**config.mk**
```make
export PLATFORM = sky130hd
export DESIGN_NAME = load_store_unit_flat
export DESIGN_NICKNAME = d
export VERILOG_FILES = /design/src/rtl/lsu_pkg.sv /design/src/rtl/load_store_unit_if.sv /design/src/rtl/lsu_align.sv /design/src/rtl/load_store_unit.sv /design/src/flat_wrapper.sv
export SDC_FILE = /design/constraint.sdc
export NUM_CORES = 1
export LEC_CHECK = 0
export ABC_AREA = 1
export BUFFER_PORTS_ARGS = -buffer_cell sky130_fd_sc_hd__buf_4
export CORE_ASPECT_RATIO = 0.7
export CORE_MARGIN = 2
export CORE_UTILIZATION = 50
export DETAILED_ROUTE_END_ITERATION = 12
export GPL_TIMING_DRIVEN = 0
export PLACE_DENSITY = 0.87
export SYNTH_ARGS = -nofsm -noshare
export SYNTH_HDL_FRONTEND = slang
export SYNTH_SLANG_ARGS = --single-unit
export TNS_END_PERCENT = 100
```
**constraint.sdc**
```tcl
create_clock -name clk -period 2.4 [get_ports clk]
set_input_delay 0.24 -clock clk [delete_from_list [all_inputs] [get_ports clk]]
set_output_delay 0.24 -clock clk [all_outputs]
set_load 0.03 [all_outputs]
```
**src/rtl/lsu_pkg.sv**
```systemverilog
// Shared definitions for the load/store unit: RV32I load/store funct3 codes and FSM states.
package lsu_pkg;

    localparam logic [2:0] F3_B  = 3'b000;
    localparam logic [2:0] F3_H  = 3'b001;
    localparam logic [2:0] F3_W  = 3'b010;
    localparam logic [2:0] F3_BU = 3'b100;
    localparam logic [2:0] F3_HU = 3'b101;

    typedef enum logic [1:0] {
        ST_IDLE = 2'd0,
        ST_MEM  = 2'd1,
        ST_RESP = 2'd2
    } state_t;

endpackage

```
**src/rtl/load_store_unit_if.sv**
```systemverilog
// Core-request/response and word-addressed memory bus signals of the load/store unit.
interface load_store_unit_if;

    logic        req_valid;
    logic        req_ready;
    logic        req_write;
    logic [2:0]  req_funct3;
    logic [31:0] req_addr;
    logic [31:0] req_wdata;
    logic        resp_valid;
    logic [31:0] resp_rdata;
    logic        resp_error;
    logic        busy;
    logic        mem_req;
    logic        mem_we;
    logic [31:0] mem_addr;
    logic [31:0] mem_wdata;
    logic [3:0]  mem_wstrb;
    logic        mem_ack;
    logic [31:0] mem_rdata;

    // The unit itself: serves core requests and masters the memory bus.
    modport slave (
        input  req_valid, req_write, req_funct3, req_addr, req_wdata, mem_ack, mem_rdata,
        output req_ready, resp_valid, resp_rdata, resp_error, busy,
               mem_req, mem_we, mem_addr, mem_wdata, mem_wstrb
    );

    // The environment: core issuing requests plus the memory answering them.
    modport master (
        output req_valid, req_write, req_funct3, req_addr, req_wdata, mem_ack, mem_rdata,
        input  req_ready, resp_valid, resp_rdata, resp_error, busy,
               mem_req, mem_we, mem_addr, mem_wdata, mem_wstrb
    );

endinterface

```
**src/rtl/lsu_align.sv**
```systemverilog
// Byte-lane logic: store replication/strobes, load extraction/extension, legality checks.
module lsu_align
    import lsu_pkg::*;
(
    input  logic [2:0]  funct3,
    input  logic        write,
    input  logic [1:0]  off,
    input  logic [31:0] wdata,
    input  logic [31:0] rdata,
    output logic [31:0] st_wdata,
    output logic [3:0]  st_wstrb,
    output logic [31:0] ld_data,
    output logic        misaligned,
    output logic        unsupported
);

    logic [7:0]  ld_byte;
    logic [15:0] ld_half;

    always_comb begin
        case (off)
            2'd0:    ld_byte = rdata[7:0];
            2'd1:    ld_byte = rdata[15:8];
            2'd2:    ld_byte = rdata[23:16];
            default: ld_byte = rdata[31:24];
        endcase
        ld_half = off[1] ? rdata[31:16] : rdata[15:0];

        case (funct3)
            F3_B:    ld_data = {{24{ld_byte[7]}}, ld_byte};
            F3_H:    ld_data = {{16{ld_half[15]}}, ld_half};
            F3_W:    ld_data = rdata;
            F3_BU:   ld_data = {24'd0, ld_byte};
            F3_HU:   ld_data = {16'd0, ld_half};
            default: ld_data = '0;
        endcase

        st_wdata = '0;
        st_wstrb = '0;
        if (write) begin
            case (funct3)
                F3_B: begin
                    st_wdata = {4{wdata[7:0]}};
                    st_wstrb = 4'b0001 << off;
                end
                F3_H: begin
                    st_wdata = {2{wdata[15:0]}};
                    st_wstrb = off[1] ? 4'b1100 : 4'b0011;
                end
                F3_W: begin
                    st_wdata = wdata;
                    st_wstrb = 4'b1111;
                end
                default: ;
            endcase
        end

        if (write)
            unsupported = !(funct3 inside {F3_B, F3_H, F3_W});
        else
            unsupported = !(funct3 inside {F3_B, F3_H, F3_W, F3_BU, F3_HU});

        case (funct3)
            F3_H, F3_HU: misaligned = off[0];
            F3_W:        misaligned = |off;
            default:     misaligned = 1'b0;
        endcase
    end

endmodule

```
**src/rtl/load_store_unit.sv**
```systemverilog
// Multi-cycle load/store unit: accepts one core request at a time, runs it on a
// handshaked word bus with a timeout, and returns a single-cycle response pulse.
module load_store_unit
    import lsu_pkg::*;
#(
    parameter int unsigned TIMEOUT_CYCLES = 16,
    parameter int unsigned CNT_W          = 5
) (
    input  logic              clk,
    input  logic              reset,
    load_store_unit_if.slave  bus
);

    state_t      state_q, state_d;
    logic [CNT_W-1:0] cnt_q, cnt_d;
    logic [2:0]  funct3_q, funct3_d;
    logic [1:0]  off_q, off_d;
    logic        mem_req_q, mem_req_d;
    logic        mem_we_q, mem_we_d;
    logic [31:0] mem_addr_q, mem_addr_d;
    logic [31:0] mem_wdata_q, mem_wdata_d;
    logic [3:0]  mem_wstrb_q, mem_wstrb_d;
    logic        resp_valid_q, resp_valid_d;
    logic [31:0] resp_rdata_q, resp_rdata_d;
    logic        resp_error_q, resp_error_d;

    logic        idle;
    logic        req_ready;
    logic        accept;
    logic [2:0]  al_funct3;
    logic        al_write;
    logic [1:0]  al_off;
    logic [31:0] al_st_wdata;
    logic [31:0] al_ld_data;
    logic [3:0]  al_st_wstrb;
    logic        al_misaligned;
    logic        al_unsupported;

    assign idle      = (state_q == ST_IDLE);
    assign req_ready = idle && !reset;
    assign accept    = bus.req_valid && req_ready;

    // One aligner serves both phases: in IDLE it sees the incoming request
    // (checks + store lanes), afterwards the captured load for extraction.
    assign al_funct3 = idle ? bus.req_funct3    : funct3_q;
    assign al_write  = idle ? bus.req_write     : mem_we_q;
    assign al_off    = idle ? bus.req_addr[1:0] : off_q;

    lsu_align u_align (
        .funct3      (al_funct3),
        .write       (al_write),
        .off         (al_off),
        .wdata       (bus.req_wdata),
        .rdata       (bus.mem_rdata),
        .st_wdata    (al_st_wdata),
        .st_wstrb    (al_st_wstrb),
        .ld_data     (al_ld_data),
        .misaligned  (al_misaligned),
        .unsupported (al_unsupported)
    );

    always_comb begin
        state_d      = state_q;
        cnt_d        = cnt_q;
        funct3_d     = funct3_q;
        off_d        = off_q;
        mem_req_d    = mem_req_q;
        mem_we_d     = mem_we_q;
        mem_addr_d   = mem_addr_q;
        mem_wdata_d  = mem_wdata_q;
        mem_wstrb_d  = mem_wstrb_q;
        resp_valid_d = 1'b0;
        resp_rdata_d = resp_rdata_q;
        resp_error_d = resp_error_q;

        case (state_q)
            ST_IDLE: begin
                if (accept) begin
                    funct3_d = bus.req_funct3;
                    off_d    = bus.req_addr[1:0];
                    if (al_misaligned || al_unsupported) begin
                        state_d      = ST_RESP;
                        resp_valid_d = 1'b1;
                        resp_error_d = 1'b1;
                        resp_rdata_d = '0;
                    end else begin
                        state_d     = ST_MEM;
                        cnt_d       = '0;
                        mem_req_d   = 1'b1;
                        mem_we_d    = bus.req_write;
                        mem_addr_d  = {bus.req_addr[31:2], 2'b00};
                        mem_wdata_d = al_st_wdata;
                        mem_wstrb_d = al_st_wstrb;
                    end
                end
            end
            ST_MEM: begin
                if (bus.mem_ack) begin
                    state_d      = ST_RESP;
                    resp_valid_d = 1'b1;
                    resp_error_d = 1'b0;
                    resp_rdata_d = mem_we_q ? '0 : al_ld_data;
                    mem_req_d    = 1'b0;
                    mem_we_d     = 1'b0;
                end else if (cnt_q == CNT_W'(TIMEOUT_CYCLES - 1)) begin
                    state_d      = ST_RESP;
                    resp_valid_d = 1'b1;
                    resp_error_d = 1'b1;
                    resp_rdata_d = '0;
                    mem_req_d    = 1'b0;
                    mem_we_d     = 1'b0;
                end else begin
                    cnt_d = cnt_q + CNT_W'(1);
                end
            end
            ST_RESP: state_d = ST_IDLE;
            default: state_d = ST_IDLE;
        endcase
    end

    always_ff @(posedge clk) begin
        if (reset) begin
            state_q      <= ST_IDLE;
            cnt_q        <= '0;
            funct3_q     <= '0;
            off_q        <= '0;
            mem_req_q    <= 1'b0;
            mem_we_q     <= 1'b0;
            mem_addr_q   <= '0;
            mem_wdata_q  <= '0;
            mem_wstrb_q  <= '0;
            resp_valid_q <= 1'b0;
            resp_rdata_q <= '0;
            resp_error_q <= 1'b0;
        end else begin
            state_q      <= state_d;
            cnt_q        <= cnt_d;
            funct3_q     <= funct3_d;
            off_q        <= off_d;
            mem_req_q    <= mem_req_d;
            mem_we_q     <= mem_we_d;
            mem_addr_q   <= mem_addr_d;
            mem_wdata_q  <= mem_wdata_d;
            mem_wstrb_q  <= mem_wstrb_d;
            resp_valid_q <= resp_valid_d;
            resp_rdata_q <= resp_rdata_d;
            resp_error_q <= resp_error_d;
        end
    end

    assign bus.req_ready  = req_ready;
    assign bus.busy       = !idle;
    assign bus.mem_req    = mem_req_q;
    assign bus.mem_we     = mem_we_q;
    assign bus.mem_addr   = mem_addr_q;
    assign bus.mem_wdata  = mem_wdata_q;
    assign bus.mem_wstrb  = mem_wstrb_q;
    assign bus.resp_valid = resp_valid_q;
    assign bus.resp_rdata = resp_rdata_q;
    assign bus.resp_error = resp_error_q;

endmodule

```
**src/flat_wrapper.sv**
```systemverilog
// flat-port wrapper written by rule: the top's interface ports become plain ports
module load_store_unit_flat import lsu_pkg::*;
#(
    parameter int unsigned TIMEOUT_CYCLES = 16,
    parameter int unsigned CNT_W          = 5
)
  (clk, reset, bus_req_valid, bus_req_write, bus_req_funct3, bus_req_addr, bus_req_wdata, bus_mem_ack, bus_mem_rdata, bus_req_ready, bus_resp_valid, bus_resp_rdata, bus_resp_error, bus_busy, bus_mem_req, bus_mem_we, bus_mem_addr, bus_mem_wdata, bus_mem_wstrb);
  load_store_unit_if bus_i ();
  input  logic clk;
  input  logic reset;
  input wire logic [$bits(bus_i.req_valid)-1:0] bus_req_valid;
  input wire logic [$bits(bus_i.req_write)-1:0] bus_req_write;
  input wire logic [$bits(bus_i.req_funct3)-1:0] bus_req_funct3;
  input wire logic [$bits(bus_i.req_addr)-1:0] bus_req_addr;
  input wire logic [$bits(bus_i.req_wdata)-1:0] bus_req_wdata;
  input wire logic [$bits(bus_i.mem_ack)-1:0] bus_mem_ack;
  input wire logic [$bits(bus_i.mem_rdata)-1:0] bus_mem_rdata;
  output wire logic [$bits(bus_i.req_ready)-1:0] bus_req_ready;
  output wire logic [$bits(bus_i.resp_valid)-1:0] bus_resp_valid;
  output wire logic [$bits(bus_i.resp_rdata)-1:0] bus_resp_rdata;
  output wire logic [$bits(bus_i.resp_error)-1:0] bus_resp_error;
  output wire logic [$bits(bus_i.busy)-1:0] bus_busy;
  output wire logic [$bits(bus_i.mem_req)-1:0] bus_mem_req;
  output wire logic [$bits(bus_i.mem_we)-1:0] bus_mem_we;
  output wire logic [$bits(bus_i.mem_addr)-1:0] bus_mem_addr;
  output wire logic [$bits(bus_i.mem_wdata)-1:0] bus_mem_wdata;
  output wire logic [$bits(bus_i.mem_wstrb)-1:0] bus_mem_wstrb;
  assign bus_i.req_valid = bus_req_valid;
  assign bus_i.req_write = bus_req_write;
  assign bus_i.req_funct3 = bus_req_funct3;
  assign bus_i.req_addr = bus_req_addr;
  assign bus_i.req_wdata = bus_req_wdata;
  assign bus_i.mem_ack = bus_mem_ack;
  assign bus_i.mem_rdata = bus_mem_rdata;
  assign bus_req_ready = bus_i.req_ready;
  assign bus_resp_valid = bus_i.resp_valid;
  assign bus_resp_rdata = bus_i.resp_rdata;
  assign bus_resp_error = bus_i.resp_error;
  assign bus_busy = bus_i.busy;
  assign bus_mem_req = bus_i.mem_req;
  assign bus_mem_we = bus_i.mem_we;
  assign bus_mem_addr = bus_i.mem_addr;
  assign bus_mem_wdata = bus_i.mem_wdata;
  assign bus_mem_wstrb = bus_i.mem_wstrb;
  load_store_unit #(.TIMEOUT_CYCLES(TIMEOUT_CYCLES), .CNT_W(CNT_W)) u_core (.clk(clk), .reset(reset), .bus(bus_i));
endmodule
```
==> results of run 1 <==
per-stage QoR:
step	utilization, %	setup slack, ps	hold WS (ps)	total power [uW]
floorplan	-	305	350	2770
global route	72.6	44.5	46.7	5970
finish	72.6	233	31.1	5750
detailed placement	67.1	261	455	3200
CTS	72.6	227	24.7	5730
global placement	67.1	295	449	3180
per-layer routing:
| layer | routed length (um) | vias up | GRT usage, % | part of all wire (%) |
|---|---|---|---|---|
| met3 | 2310 | 43 | 12.1 | 12 |
| met5 | 0 | - | 0 | 0 |
| met4 | 465 | 0 | 11.7 | 2.4 |
| li1 | - | 3241 | - | - |
| met2 | 8370 | 352 | 49.2 | 43 |
| met1 | 8230 | 2911 | 41.8 | 42 |
registers in the layout, indices dropped and copies added (netlist names):
name / flops
u_core.bus.mem_addr: 30
u_core.bus.mem_req: 1
u_core.bus.mem_wdata: 32
u_core.bus.mem_we: 1
u_core.bus.mem_wstrb: 4
u_core.bus.resp_error: 1
u_core.bus.resp_rdata: 32
u_core.bus.resp_valid: 1
u_core.cnt_q: 5
u_core.funct3_q: 3
u_core.off_q: 2
u_core.state_q: 2
placed cells by master, fill, tap and decap left out, types with 2 or more instances in the layout:
master and n:
nand2_1 276, buf_4 221, dfxtp_1 113, a21oi_1 99, nand3_1 96, inv_1 58
nor2_1 53, o21ai_0 50, clkbuf_1 22, o21ai_1 22, clkbuf_16 17, buf_2 13
inv_2 7, nand2_2 4, or2_2 4, o211ai_1 4, buf_1 3, nor3_1 3
clkbuf_8 3, clkinvlp_4 3, nor2_4 2, nor2_2 2, nand4_1 2, nand3b_1 2
ha_1 2, conb_1 2, clkinv_2 2, inv_6 2, clkinv_4 2, bufinv_16 2
logic make-up after synthesis:
logic type	share of synthesized area [%]
adders and majority gates	0.443
other	0.0664
AOI/OAI and AO/OA	15.8
DFF	40.4
xor gates and xnor gates	0.155
and+or+nand+nor	33.6
buffers and inverters	9.46
where the power goes:
part / switching [uW] / internal [uW]
Clock: 934 / 1620
Combinational: 786 / 422
Sequential: 37.7 / 1960
Total: 1760 / 3990
what timing repair did:
action                                  in CTS  in global routing
endpoints found under the setup margin       0                 14
resized for setup                            0                  4
hold buffers                                 0                  0
worst max-delay path: stages, from the launching register on:
cell     delay [ps]
dfxtp_1         350
inv_2            90
nand2_4          90
nand2_1          90
nand2_2         110
nor2_2          270
nand2_1         240
nor2_4          230
buf_4           210
a21oi_1          70
nand2_1          70
nand2_1          60
a21oi_1         180
worst max path at each step:
stage / start / endpoint / slack [ps] / cells after the start
3_3_place_gp: u_core.state_q[1] / u_core.bus.mem_wstrb[3] / 300 / 10
2_1_floorplan: u_core.state_q[1] / u_core.bus.mem_wdata[20] / 310 / 10
3_5_place_dp: u_core.state_q[1] / u_core.bus.resp_rdata[9] / 260 / 11
4_1_cts: u_core.state_q[1] / u_core.bus.mem_addr[5] / 230 / 12
5_1_grt: u_core.state_q[0] / u_core.bus.resp_rdata[23] / 40 / 12
6_report: u_core.state_q[0] / u_core.bus.resp_rdata[23] / 230 / 12
cell type report:
cell class	instances	area [sq um]	share of cell area, %
Multi-Input combinational cell	631	2840	35.6
Sequential cell	114	2280	28.6
Timing Repair Buffer	206	1550	19.3
Clock buffer	21	470	5.88
Buffer	54	284	3.55
Inverter	66	248	3.10
Tap cell	153	191	2.39
Clock inverter	11	128	1.60
==> results.json, run 1 <==
{
  "start_util_pct": 51.3,
  "rsz0062_at_grt": "no",
  "syn_area_sq_um": 5650,
  "dp_hpwl_um": 14600,
  "tns_ps": 0,
  "io_buffers": 206,
  "clockBufferDepth": 2,
  "min-delay-start": "bus_req_funct3[1]",
  "cts_tree": "yes",
  "power_density_nw_per_um2": 719,
  "drt-total-wl_um": 19400,
  "peakVddDrop_v": 0.000564,
  "cp-start-kind": "flop",
  "drtIter0Drc": 675,
  "hold_path_class": "in -> reg",
  "max_freq_mhz": 461,
  "slew_headroom_pct": 57.1,
  "antennaDiodeCount": 0,
  "dpl_cell_area_sq_um": 7390,
  "gp_congestion": 0.971,
  "total_leakage_power_uw": 0.00378,
  "synth_area_leader_cell": "dfxtp_1",
  "std_cell_rows": 32,
  "arrival_ps": 2500,
  "via_count": 6547,
  "maxCapViolations": 0,
  "cts_buffers": 17,
  "crit_required_ps": 2730,
  "cts-root-buf": "clkbuf_16",
  "synth.area.top_cells": "dfxtp_1 40%, nand2_1 18%, a21oi_1 8.8%",
  "grtUsageTotal_pct": 32.3,
  "antenna_found_initial": 0,
  "die_width_um": 131,
  "crit_fanout": 10,
  "critPathKind": "reg -> reg",
  "finalMaxSlewViolations": 0,
  "period_minus_slack_ps": 2170,
  "yosysMostFrequentCell": "nand2_1",
  "clk_pin_slew_ps": 60,
  "avgViaCountPerCell": 5.21,
  "r2r_setup_slack_ps": 230,
  "ys_types": 33,
  "yosysSeqAreaShare_pct": 40.4,
  "hold_depth": 3,
  "final-setup-viol-count": 0,
  "wire_per_inst_um": 15.4,
  "ys_seq_elements": 114,
  "ys_warn_count": 0,
  "finalCritPeriodShare_pct": 90.3,
  "dp_cells": 1225,
  "area_growth_syn_to_layout_pct": 41.5,
  "ios": 210,
  "dieArea_sq_um": 12200,
  "fillerInstances": 954,
  "drive_gt1_share_pct": 26.5,
  "grt_pass1_vias": 6095,
  "fin_cells": 1256,
  "synthArstFlopShare_pct": 0,
  "grt_max_degree": 17,
  "cts_htree_levels": 4,
  "outcome": "finished, final reports clean",
  "drt.antenna.violating_nets": 0,
  "core_area_sq_um": 11000,
  "hold_end": "u_core.funct3_q[1]",
  "syn-instance-count": 865,
  "avgSynthCellArea_sq_um": 6.53,
  "nNetsFinal": 1196,
  "clock_sinks": 114,
  "grt_remaining_overflow": 0,
  "synth_edf_count": 0,
  "grt_pass1_wl_um": 30500,
  "post-cts-setup-buffers": 0,
  "worst_setup_path_end_kind": "flop",
  "ys_top_cells_by_count": "277 x nand2_1, 114 x dfxtp_1, 99 x a21oi_1",
  "worst_pin_slew_ps": 641,
  "r2r_start": "u_core.state_q[0]",
  "netlist.area_leader.share_pct": 40.4,
  "drt_pre_antenna_iters": 7,
  "clk_latency_ps": 410,
  "reg2reg_depth": 12,
  "die_y_um": 92.9,
  "rr_endpoint": "u_core.bus.resp_rdata[23]",
  "synth_top_flop_cell": "dfxtp_1",
  "hold_viol": 0,
  "drc": 0,
  "fin_worst_skew_ps": 8.89,
  "finalInstanceArea_sq_um": 8000
}
Note: power is estimated with default switching activity, not from simulation.
==> run 2: changes to the inputs <==
--- a/config.mk
+++ b/config.mk
@@ -9,10 +9,10 @@
 export BUFFER_PORTS_ARGS = -buffer_cell sky130_fd_sc_hd__buf_4
 export CORE_ASPECT_RATIO = 0.7
 export CORE_MARGIN = 2
-export CORE_UTILIZATION = 50
+export CORE_UTILIZATION = 45
 export DETAILED_ROUTE_END_ITERATION = 12
 export GPL_TIMING_DRIVEN = 0
-export PLACE_DENSITY = 0.87
+export PLACE_DENSITY = 0.83
 export SYNTH_ARGS = -nofsm -noshare
 export SYNTH_HDL_FRONTEND = slang
 export SYNTH_SLANG_ARGS = --single-unit
==> constraint.sdc (replaced) <==
create_clock -name clk -period 1.77 [get_ports clk]
set_input_delay 0.177 -clock clk [delete_from_list [all_inputs] [get_ports clk]]
set_output_delay 0.177 -clock clk [all_outputs]
set_load 0.03 [all_outputs]
==> run 2 against run 1 <==
Against the previous run: the run now ends with negative setup slack left; design area is 11% higher; hold slack got worse by 20 ps; via count increased by 11%; maximum frequency is 4.7% higher; first-iteration DRC count grew 57%; critical path type unchanged; largest power group unchanged; highest routed layer unchanged.
==> results.json, run 2 (synthesis results as in run 1) <==
{
  "outcome": "finished, violations left",
  "violations": "negative setup slack",
  "p_comb_share_pct": 25.7,
  "setup.worst_path.start": "u_core.state_q[0]",
  "dpl_cell_area_sq_um": 7430,
  "hold_viol": 0,
  "area_growth_syn_to_layout_pct": 56.5,
  "switching_power_uw": 2630,
  "maxCapViolations": 0,
  "routed-wl-met3_um": 2970,
  "min-delay-start": "bus_req_addr[9]",
  "cts-root-buf": "clkbuf_16",
  "grt_pass1_vias": 6648,
  "grt_max_degree": 17,
  "cts_htree_levels": 4,
  "die_y_um": 97.7,
  "grtUsageTotal_pct": 31.9,
  "drt.antenna.violating_nets": 0,
  "antenna_found_initial": 0,
  "wire_per_inst_um": 17.4,
  "power_density_nw_per_um2": 932,
  "core_area_sq_um": 12300,
  "fin_worst_skew_ps": 9.93,
  "postLayoutSetupSlackWorst_ps": -300,
  "peakVddDrop_v": 0.000773,
  "hold_path_class": "in -> reg",
  "gp_congestion": 0.950,
  "slew_headroom_pct": 55.0,
  "clk_latency_ps": 420,
  "finalMaxSlewViolations": 0,
  "max_freq_mhz": 483,
  "drive_gt1_share_pct": 34.8,
  "clockBufferDepth": 2,
  "finalCritPeriodShare_pct": 117,
  "via_count": 7257,
  "worst_pin_slew_ps": 675,
  "route.met2.wl_um": 9630,
  "cts_tree": "yes",
  "final-setup-viol-count": 109,
  "arrival_ps": 2410,
  "power_frac_seq_pct": 32.9,
  "switching_share_pct": 31.9,
  "r2r_start": "u_core.state_q[0]",
  "std_cell_rows": 34,
  "internal-power_uw": 5610,
  "dieArea_sq_um": 13500,
  "layout_commonest_cell": "nand2_1",
  "m1WireLength_um": 9200,
  "fillerInstances": 993,
  "clk_pin_slew_ps": 60,
  "drtIter0Drc": 1058,
  "nNetsFinal": 1240,
  "crit_fanout": 10,
  "finalInstanceArea_sq_um": 8840,
  "crit_required_ps": 2110,
  "period_minus_slack_ps": 2070,
  "dp_hpwl_um": 15000,
  "cts_buffers": 17,
  "antennaDiodeCount": 0,
  "final_cell_mix": "259 x nand2_1, 250 x buf_4, 112 x dfxtp_1",
  "drt-total-wl_um": 22700,
  "total_leakage_power_uw": 0.00412,
  "critPathKind": "reg -> reg",
  "drt_pre_antenna_iters": 7,
  "worst_setup_path_end_kind": "flop",
  "io_buffers": 206,
  "rsz0062_at_grt": "yes",
  "grt_remaining_overflow": 0,
  "cp-start-kind": "flop",
  "pwr-share-clk_pct": 41.4,
  "clock_sinks": 114,
  "grt_pass1_wl_um": 33400,
  "die_width_um": 138,
  "top_layer_used": "met4",
  "start_util_pct": 45.8,
  "ios": 210,
  "avgViaCountPerCell": 5.55,
  "preCtsSetupSlack_ps": -409,
  "drc": 0
}
==> run 2: cell count changes in the layout (fill, tap and decap cells not counted), moves of 10 or more <==
cell / before / now
a21oi_2: 1 / 11
a21oi_1: 99 / 89
buf_4: 221 / 250
nand3_1: 96 / 81
nand3_2: 1 / 15
nand2_1: 276 / 259
buf_6: 1 / 17
==> run 2: final cells by class <==
class                      count  area (sq um)  share of cell area [%]
multi-input combinational    632          3170                    35.8
sequential                   114          2290                    25.9
timing repair buffer         248          1900                    21.5
clock buffer                  22           464                    5.25
buffer                        55           447                    5.05
inverter                      66           262                    2.96
tap                          162           203                    2.29
clock inverter                 9           108                    1.22
==> run 2: worst max-delay path, cell delays in order (launching register included) <==
cell and delay (ps):
dfxtp_4 360, inv_4 80, nand2_8 80, nand2_1 110, nand2_4 120, nor2_4 190
nand2_2 140, nand2_2 210, inv_1 100, o21ai_0 160, nand4_1 240, o21ai_1 180
==> run 2: routing by layer <==
| metal | up-vias | GRT usage [%] |
|---|---|---|
| met4 | 0 | 12.9 |
| met3 | 112 | 10.1 |
| li1 | 3338 | - |
| met5 | - | 0 |
| met2 | 536 | 46.6 |
| met1 | 3271 | 43.6 |
==> run 2: worst paths after layout <==
| kind | depth (start not counted) | end | slack, ps |
|---|---|---|---|
| worst max-delay path | 11 | u_core.bus.mem_wstrb[3] | -300 |
| worst min register to register | 2 | u_core.bus.mem_addr[13] | 460 |
| worst min-delay path | 3 | u_core.bus.mem_addr[9] | 10 |
| worst max register to register | 11 | u_core.bus.mem_wstrb[3] | -300 |
==> run 2: power groups by stage <==
stage / Combinational (uW) / Sequential (uW) / Clock (uW)
after floorplan: 887 / 2880 / 0
after global placement: 1590 / 2750 / 0
after detailed placement: 1600 / 2760 / 0
after CTS: 1860 / 2710 / 3390
after global routing: 2250 / 2720 / 3530
final: 2120 / 2710 / 3410
==> run 2: repair_timing <==
item | in CTS | in global routing
hold buffers | 2 | 0
setup endpoints to repair | 109 | 109
resized for setup | 105 | 59
cloned | 7 | 0
pin swaps | 14 | 16
buffers inserted | 22 | 12
hold endpoints to repair | 2 | 0
==> run 2: per-stage QoR <==
stage          hold WS, ps  utilization [%]  total power, uW  setup TNS [ps]  instances
4_1_cts               3.97             69.1             7970           -5890       1296
6_report              11.3             71.6             8230          -15430       1308
3_5_place_dp           398             60.2             4360          -31910       1234
3_3_place_gp           396             60.2             4340          -26670       1234
5_1_grt               13.9             71.6             8490          -23940       1308
2_1_floorplan          287                -             3760               0        866
